`config.mk`:
```
export PLATFORM = sky130hd
export DESIGN_NAME = nrzi_encode
export DESIGN_NICKNAME = d
export VERILOG_FILES = /design/src/rtl/nrzi_pkg.sv /design/src/rtl/nrzi_bit_stuffer.sv /design/src/rtl/nrzi_encode.sv
export SDC_FILE = /design/constraint.sdc
export NUM_CORES = 1
export LEC_CHECK = 0
export CAP_MARGIN = 15
export CORE_AREA = 2 2 39 41
export DETAILED_ROUTE_END_ITERATION = 16
export DIE_AREA = 0 0 41 43
export PLACE_DENSITY = 0.76
export SETUP_SLACK_MARGIN = 0.3
export SYNTH_ARGS = -nofsm -noshare
export SYNTH_HDL_FRONTEND = slang
export SYNTH_HIERARCHICAL = 1
export SYNTH_SLANG_ARGS = --single-unit
```
`constraint.sdc`:
```
create_clock -name i_clk -period 1.8 [get_ports i_clk]
set_clock_uncertainty 0.05 [all_clocks]
set_input_delay 0.36 -clock i_clk [delete_from_list [all_inputs] [get_ports i_clk]]
set_output_delay 0.36 -clock i_clk [all_outputs]
set_load 0.02 [all_outputs]
```
`src/rtl/nrzi_pkg.sv`:
```
// Shared types and constants for the NRZI encoder and decoder benches.
package nrzi_pkg;

  localparam int unsigned CNT_W             = 3;
  localparam int unsigned STUFF_LEN_DEFAULT = 6;

  // SYNC pattern, LSB sent first: 0,0,0,0,0,0,0,1
  localparam logic [7:0] SYNC_PATTERN = 8'b1000_0000;

  typedef enum logic [1:0] {
    ST_IDLE  = 2'd0,
    ST_SYNC  = 2'd1,
    ST_DATA  = 2'd2,
    ST_STUFF = 2'd3
  } nrzi_state_e;

endpackage

```
`src/rtl/nrzi_bit_stuffer.sv`:
```
// Bit stuffer: packet FSM, ones counter and ready generation.
// Emits one registered line bit per cycle (before NRZI coding).
// Build option NRZI_ENCODE_SYNC_EN prepends the 8-bit SYNC pattern to each packet.
module nrzi_bit_stuffer
  import nrzi_pkg::*;
#(
  parameter int unsigned STUFF_LEN = STUFF_LEN_DEFAULT
) (
  input  logic i_clk,
  input  logic i_rst,
  input  logic i_data,
  input  logic i_valid,
  input  logic i_last,
  output logic o_ready_c,
  output logic o_bit,
  output logic o_bit_valid,
  output logic o_underrun
);

  localparam logic [CNT_W-1:0] STUFF_CNT = CNT_W'(STUFF_LEN);
  localparam logic [CNT_W-1:0] SYNC_END  = CNT_W'(7);

  nrzi_state_e      state_q, state_d;
  logic [CNT_W-1:0] count_q, count_d;   // ones count; SYNC bit index while in SYNC
  logic             last_q, last_d;     // i_last seen on the beat that triggered STUFF
  logic             bit_q, bit_d;
  logic             bit_valid_q, bit_valid_d;
  logic             underrun_q, underrun_d;
  logic             xfer;
  logic [CNT_W-1:0] count_inc;

  // Accept only in DATA, or in IDLE once the previous packet's last bit has left,
  // which guarantees a one-cycle o_valid gap between back-to-back packets.
  always_comb begin
`ifdef NRZI_ENCODE_SYNC_EN
    o_ready_c = (state_q == ST_DATA);
`else
    o_ready_c = (state_q == ST_DATA) || ((state_q == ST_IDLE) && !bit_valid_q);
`endif
  end

  assign xfer      = i_valid & o_ready_c;
  assign count_inc = count_q + CNT_W'(1);

  // State and stage registers
  always_ff @(posedge i_clk) begin
    if (i_rst) begin
      state_q     <= ST_IDLE;
      count_q     <= '0;
      last_q      <= 1'b0;
      bit_q       <= 1'b0;
      bit_valid_q <= 1'b0;
      underrun_q  <= 1'b0;
    end else begin
      state_q     <= state_d;
      count_q     <= count_d;
      last_q      <= last_d;
      bit_q       <= bit_d;
      bit_valid_q <= bit_valid_d;
      underrun_q  <= underrun_d;
    end
  end

  // Next-state and emitted-bit logic
  always_comb begin
    state_d     = state_q;
    count_d     = count_q;
    last_d      = last_q;
    bit_d       = 1'b0;
    bit_valid_d = 1'b0;
    underrun_d  = 1'b0;

    case (state_q)
      ST_IDLE: begin
        count_d = '0;
`ifdef NRZI_ENCODE_SYNC_EN
        if (i_valid && !bit_valid_q) begin
          state_d = ST_SYNC;
        end
`else
        if (xfer) begin
          bit_d       = i_data;
          bit_valid_d = 1'b1;
          if (i_data && (count_inc == STUFF_CNT)) begin
            count_d = count_inc;
            last_d  = i_last;
            state_d = ST_STUFF;
          end else begin
            count_d = (i_data && !i_last) ? count_inc : '0;
            state_d = i_last ? ST_IDLE : ST_DATA;
          end
        end
`endif
      end

      ST_SYNC: begin
        bit_d       = SYNC_PATTERN[count_q];
        bit_valid_d = 1'b1;
        count_d     = count_inc;
        if (count_q == SYNC_END) begin
          count_d = CNT_W'(1);
          state_d = ST_DATA;
        end
      end

      ST_DATA: begin
        if (!i_valid) begin
          underrun_d = 1'b1;
          count_d    = '0;
          state_d    = ST_IDLE;
        end else begin
          bit_d       = i_data;
          bit_valid_d = 1'b1;
          if (i_data && (count_inc == STUFF_CNT)) begin
            count_d = count_inc;
            last_d  = i_last;
            state_d = ST_STUFF;
          end else begin
            count_d = (i_data && !i_last) ? count_inc : '0;
            state_d = i_last ? ST_IDLE : ST_DATA;
          end
        end
      end

      ST_STUFF: begin
        bit_d       = 1'b0;
        bit_valid_d = 1'b1;
        count_d     = '0;
        state_d     = last_q ? ST_IDLE : ST_DATA;
      end

      default: begin
        state_d = ST_IDLE;
        count_d = '0;
      end
    endcase
  end

  assign o_bit       = bit_q;
  assign o_bit_valid = bit_valid_q;
  assign o_underrun  = underrun_q;

endmodule

```
`src/rtl/nrzi_encode.sv`:
```
// NRZI transmit path: bit stuffer followed by the NRZI line-level register.
// 0 toggles the line, 1 holds it; the line rests at IDLE_LEVEL between packets.
// Build option NRZI_ENCODE_SYNC_EN (handled in nrzi_bit_stuffer) adds a SYNC preamble.
module nrzi_encode
  import nrzi_pkg::*;
#(
  parameter int unsigned STUFF_LEN  = STUFF_LEN_DEFAULT,
  parameter logic        IDLE_LEVEL = 1'b1
) (
  input  logic i_clk,
  input  logic i_rst,
  input  logic i_data,
  input  logic i_valid,
  input  logic i_last,
  output logic o_ready,
  output logic o_nrzi,
  output logic o_valid,
  output logic o_underrun
);

  logic stuff_bit;
  logic stuff_bit_valid;
  logic stuff_underrun;

  nrzi_bit_stuffer #(
    .STUFF_LEN (STUFF_LEN)
  ) u_stuffer (
    .i_clk       (i_clk),
    .i_rst       (i_rst),
    .i_data      (i_data),
    .i_valid     (i_valid),
    .i_last      (i_last),
    .o_ready_c   (o_ready),
    .o_bit       (stuff_bit),
    .o_bit_valid (stuff_bit_valid),
    .o_underrun  (stuff_underrun)
  );

  // Line level: toggle on 0, hold on 1, re-arm to IDLE_LEVEL whenever no bit is sent
  always_ff @(posedge i_clk) begin
    if (i_rst) begin
      o_nrzi     <= IDLE_LEVEL;
      o_valid    <= 1'b0;
      o_underrun <= 1'b0;
    end else begin
      o_underrun <= stuff_underrun;
      o_valid    <= stuff_bit_valid;
      if (stuff_bit_valid) begin
        o_nrzi <= stuff_bit ? o_nrzi : ~o_nrzi;
      end else begin
        o_nrzi <= IDLE_LEVEL;
      end
    end
  end

endmodule

```
Yosys cells after proc, flatten, opt, wreduce, memory -nomap -nowiden
Memory sizes are Yosys's and may differ from the RTL's. A register that Yosys moved wholly into a read port is not among the register bits.
Cells that the tools add are included.
W data, S select, Z words.
- output and inout bits: 4
- word-level logic and storage cells: 63
- memory bits (read-only): 8
- memories: 1
- bits in registers: 12
- input port bits: 5
- $lt $le $gt $ge: 1
- bitwise gates (word level): 4
- mux-type cells: 26
- equality and inequality tests: 8
- reductions and logical operators: 13
- add/sub/neg operators: 1
- memories (name ; depth ; width ; read ports ; clocked after Yosys merged registers in ; wr ports ; line ; source):
    (name not given) ; 8 ; 1 ; 1 ; 1 ; 0 ; nrzi_bit_stuffer.sv:97 ; bit_d = SYNC_PATTERN[count_q];
- operators by type and width (cell ; count):
    $mux W3 ; 6
    $mux W2 ; 6
    $pmux W3 S4 ; 1
    $mux W1 ; 9
    $pmux W2 S4 ; 1
    $eq A3 B3 Y1 const B ; 2
    $reduce_or A2 Y1 ; 3
    $eq A2 B2 Y1 const B ; 2
    $lt A3 B4 Y1 const B ; 1
    $ne A2 B1 Y1 const B ; 2
    $pmux W1 S4 ; 1
    $add A3 B1 Y3 const B ; 1
    $logic_and A1 B1 Y1 ; 3
    $not A1 Y1 ; 3
    $pmux W1 S3 ; 1
    $reduce_and A3 Y1 ; 1
    $eq A2 B1 Y1 const B ; 1
    $logic_not A1 Y1 ; 2
    $logic_not A2 Y1 ; 1
    $ne A2 B2 Y1 const B ; 1
    $pmux W1 S2 ; 1
    $reduce_and A2 Y1 ; 1
    $reduce_bool A2 Y1 ; 1
    $and A1 B1 Y1 ; 1
    $logic_or A1 B1 Y1 ; 1

Longest topological paths before layout
- depth in word-level cells: 7
- mapped depth: 5

Cells and area by module
The synthesis kept the hierarchy.
- modules (own cells, without submodules) (module ; cells an instance ; area an instance (µm²) ; seq. area each (µm²) ; instances):
    nrzi_bit_stuffer ; 53 ; 548.0 ; 200.2 ; 1
    nrzi_encode ; 7 ; 87.6 ; 60.1 ; 1

Least setup slack after synthesis
Ideal clock, no wire load.
- kind: register -> register
- start: register u_stuffer.count_q[0]
- end: register u_stuffer.count_q[1]
- stages on the path, launching flop included: 6
- path buffers: 0
- path slack: 290 ps
- setup time: 130 ps
- data arrival time: 1330 ps
- cells stage by stage: dfxtp_1 > ha_1 > ha_1 > a21bo_2 > a41oi_2 > nor3_1
- cells in the longest elaborated chain, start to end: 6
- RTL lines (what ; line ; source):
    from (decl) ; nrzi_bit_stuffer.sv:24 ; logic [CNT_W-1:0] count_q, count_d;
    from (signal assigned) ; nrzi_bit_stuffer.sv:56 ; count_q <= count_d;
    $add A3 B1 Y3 ; nrzi_bit_stuffer.sv:43 ; assign count_inc = count_q + CNT_W'(1);
    $eq A3 B3 Y1 ; nrzi_bit_stuffer.sv:84, nrzi_bit_stuffer.sv:114 ;
    $logic_and A1 B1 Y1 ; nrzi_bit_stuffer.sv:84, nrzi_bit_stuffer.sv:114 ;
    $mux W3 ; nrzi_bit_stuffer.sv:84, nrzi_bit_stuffer.sv:114 ;
    $mux W3, on equally long branches ; nrzi_bit_stuffer.sv:107, nrzi_bit_stuffer.sv:81 ;
    $pmux W3 S4 (*) ; nrzi_bit_stuffer.sv:73 ; case (state_q)
Every way passes the cells marked *; elsewhere a longest branch is shown, timed or not.
A chain may end at the register's enable or synchronous reset.

Final worst setup path
- start: register u_stuffer.count_q[0]
- end: register u_stuffer.count_q[0]
Same word-level chain as after synthesis.

==> reports/results.ini <==
[outcome]
status=complete, no violations

[place]
place.gp.congestion=0.807
io_buffer_count=8
place_hpwl_um=875
dp_slack_ns=0.187

[floorplanning]
initial_core_util_pct=45.9
num_rows=14
design.core.area_um2=1380
ios=9
die-height_um=43
die_area_um2=1760
die_x_um=41

[global_routing]
met3_usage_pct=4.71
grt_max_degree=12
overflow=0
grt_pass1_wl_um=1900
grt_use_total_pct=16.6
grtUsageMet1_pct=19.3
grt_pass1_vias=441
use_met2_pct=26.6
top_usage_layer=met2
antenna_found_initial=0

[timing]
tns_ns=0
setup_viol_count_final=0
finalCriticalPeriod_ns=1.45
rsz0062_at_grt=no
tightest_slew_ns=0.280
hold_viol=0
slew_violations=0
fmax_ghz=0.690
finalWorstSetupSlack_ns=0.351
period_share_pct=80.5
maxSlewHeadroom_pct=81.1

[yosys]
synth-adder-area-share_pct=5.91
synth_area_um2=636
synth_xor_area_share_pct=1.38
synth_top_family_by_area=simple AND/OR/NAND/NOR gates
synthArstFlopShare_pct=0
syn_inst=60
yosys.area.top_type=dfxtp_1
synth_mux_area_share_pct=1.57
synth.most_common_cell=dfxtp_1
synth_area_leaders=dfxtp_1 (41%), a41oi_2 (7.7%), ha_1 (5.9%)
synth-seq-cells=13
synth_top_cell_area_share_pct=40.9
ys.flop_type=dfxtp_1
synth_simple_gate_area_share_pct=27.8
yosys_warnings=6
synth-seq-area-share_pct=40.9
syn_area_per_cell_um2=10.6
synth_top_cells_by_count=dfxtp_1 (13), nand2_1 (4), nand2b_1 (4)
synth_compound_area_share_pct=18.9
ys_types=35
synth_edf_count=0
synth.net_count=68

[detailed_routing]
first_iter_violations=16
drt_first_pass_iters=4
routed_via_density=5.43
wl_per_cell_um=13.2
drc_errors=0
drt_wl_total_um=1210
via_count=494
antenna_left=0

[run]
maxCapViolCount=0

[clocking]
clock_sinks=13
clockBufferDepth=2
clockRootBuffer=clkbuf_4
cts_tree=yes
hold_buffers=0
clk_latency_ns=0.27
cts-buffers-inserted=3
cts.clk_slew.worst_paths_ns=0.08
h-tree-depth=1

[power_and_ir_drop]
p_sw_uw=126
power_density_nw_per_um2=673
pwr-share-clk_pct=33.3
p_leak_uw=0.000300
netSwitchingFraction_pct=23.6
irDropWorstVdd_mv=0.357
p_comb_share_pct=11.3
intPower_uw=410
p_seq_share_pct=55.3

[finish]
multi_input_area_um2=368
n_fill_cell=125
seq_area_um2=267
fin_nets=84
diodes=0
area_delta_synth_final_pct=25.4
drive_gt1_share_pct=36.0

[min_path]
hold-path-cell-count=1
min_path_type=flop to flop

[setup_path]
crit_required_ns=1.94
reg2reg_depth=5
endpoint_kind=flop
startpoint_type=flop
critPathKind=flop to flop
reg2reg_slack_ns=0.35
cp_max_fo=5
cp.arrival_ns=1.59

## sequential cells by signal, summed over array words and instances, names as in the netlist, named ones only
register and count:
u_stuffer/last_q 1, u_stuffer/o_underrun 1, u_stuffer/count_q 3, u_stuffer/state_q 2, o_underrun 1, u_stuffer/o_bit_valid 1
u_stuffer/o_bit 1, o_nrzi 1, o_valid 1
## worst max-delay path, cell delays in order (launching register included)
cell      delay, ns
dfxtp_4        0.36
ha_2           0.19
ha_4           0.29
a21bo_2        0.16
a41oi_2        0.13
a211oi_2       0.20
## layout by cell type, fill, tap and decap left out, drive strengths merged, types with 2 or more instances in the layout
master	instances
nand2b	5
nor3	2
ha	3
nand2	4
nor2	3
dlygate4sd2	3
buf	5
clkbuf	5
and2b	2
a41oi	3
and2	2
nor2b	2
dfxtp	13
clkdlybuf4s50	4
a21oi	2
inv	2
## repair_timing
| item | 4_1_cts | 5_1_grt |
|---|---|---|
| resized for setup | 8 | 5 |
| pin swaps | 0 | 1 |
| buffers inserted | 0 | 1 |
| setup endpoints to repair | 10 | 6 |
## cell type report
class / instances / share of cell area [%]
Sequential cell: 13 / 33.4
Timing Repair Buffer: 13 / 13.7
Tap cell: 16 / 2.51
Multi-Input combinational cell: 43 / 46.2
Inverter: 2 / 0.942
Clock buffer: 4 / 3.30
## through the flow
step                      hold WS [ns]  util (%)  total power, uW  area, um^2  instances
after floorplan                  0.364         -              337         636         60
after global placement           0.375      54.2              365         751         86
after detailed placement         0.382      54.2              365         751         86
after CTS                        0.401      57.0              546         788         90
after global routing             0.417      57.6              569         797         91
final                            0.394      57.6              536         797         91
## cells by family (layout without fill, tap and decap cells)
group	after synthesis	count (layout)
compound gates	12	12
xor+xnor	1	1
fa+ha+maj	3	3
buf+inv	4	19
flops	13	13
mux	1	1
simple gates	26	26
## routing by layer
layer / vias up / share of wire (%)
li1: 246 / -
met1: 234 / 44
met2: 14 / 50
met3: 0 / 5.2
met4: 0 / 0
met5: - / 0
## power groups by stage
| stage | Sequential (uW) | Clock, uW | Combinational (uW) |
|---|---|---|---|
| final | 297 | 179 | 60.8 |
| after CTS | 298 | 189 | 59.0 |
| after detailed placement | 305 | 0 | 60.7 |
| after global placement | 304 | 0 | 60.9 |
| after global routing | 298 | 206 | 65.6 |
| after floorplan | 307 | 0 | 30.1 |
## worst paths after layout
kind / from / to
worst max-delay path: u_stuffer/count_q[0]$_SDFF_PP0_ / u_stuffer/count_q[0]$_SDFF_PP0_
worst min-delay path: u_stuffer/o_underrun$_SDFF_PP0_ / o_underrun$_SDFF_PP0_
worst max register to register: u_stuffer/count_q[0]$_SDFF_PP0_ / u_stuffer/count_q[0]$_SDFF_PP0_
worst min register to register: u_stuffer/o_underrun$_SDFF_PP0_ / o_underrun$_SDFF_PP0_
No activity file was read; power rests on OpenSTA's default activity.
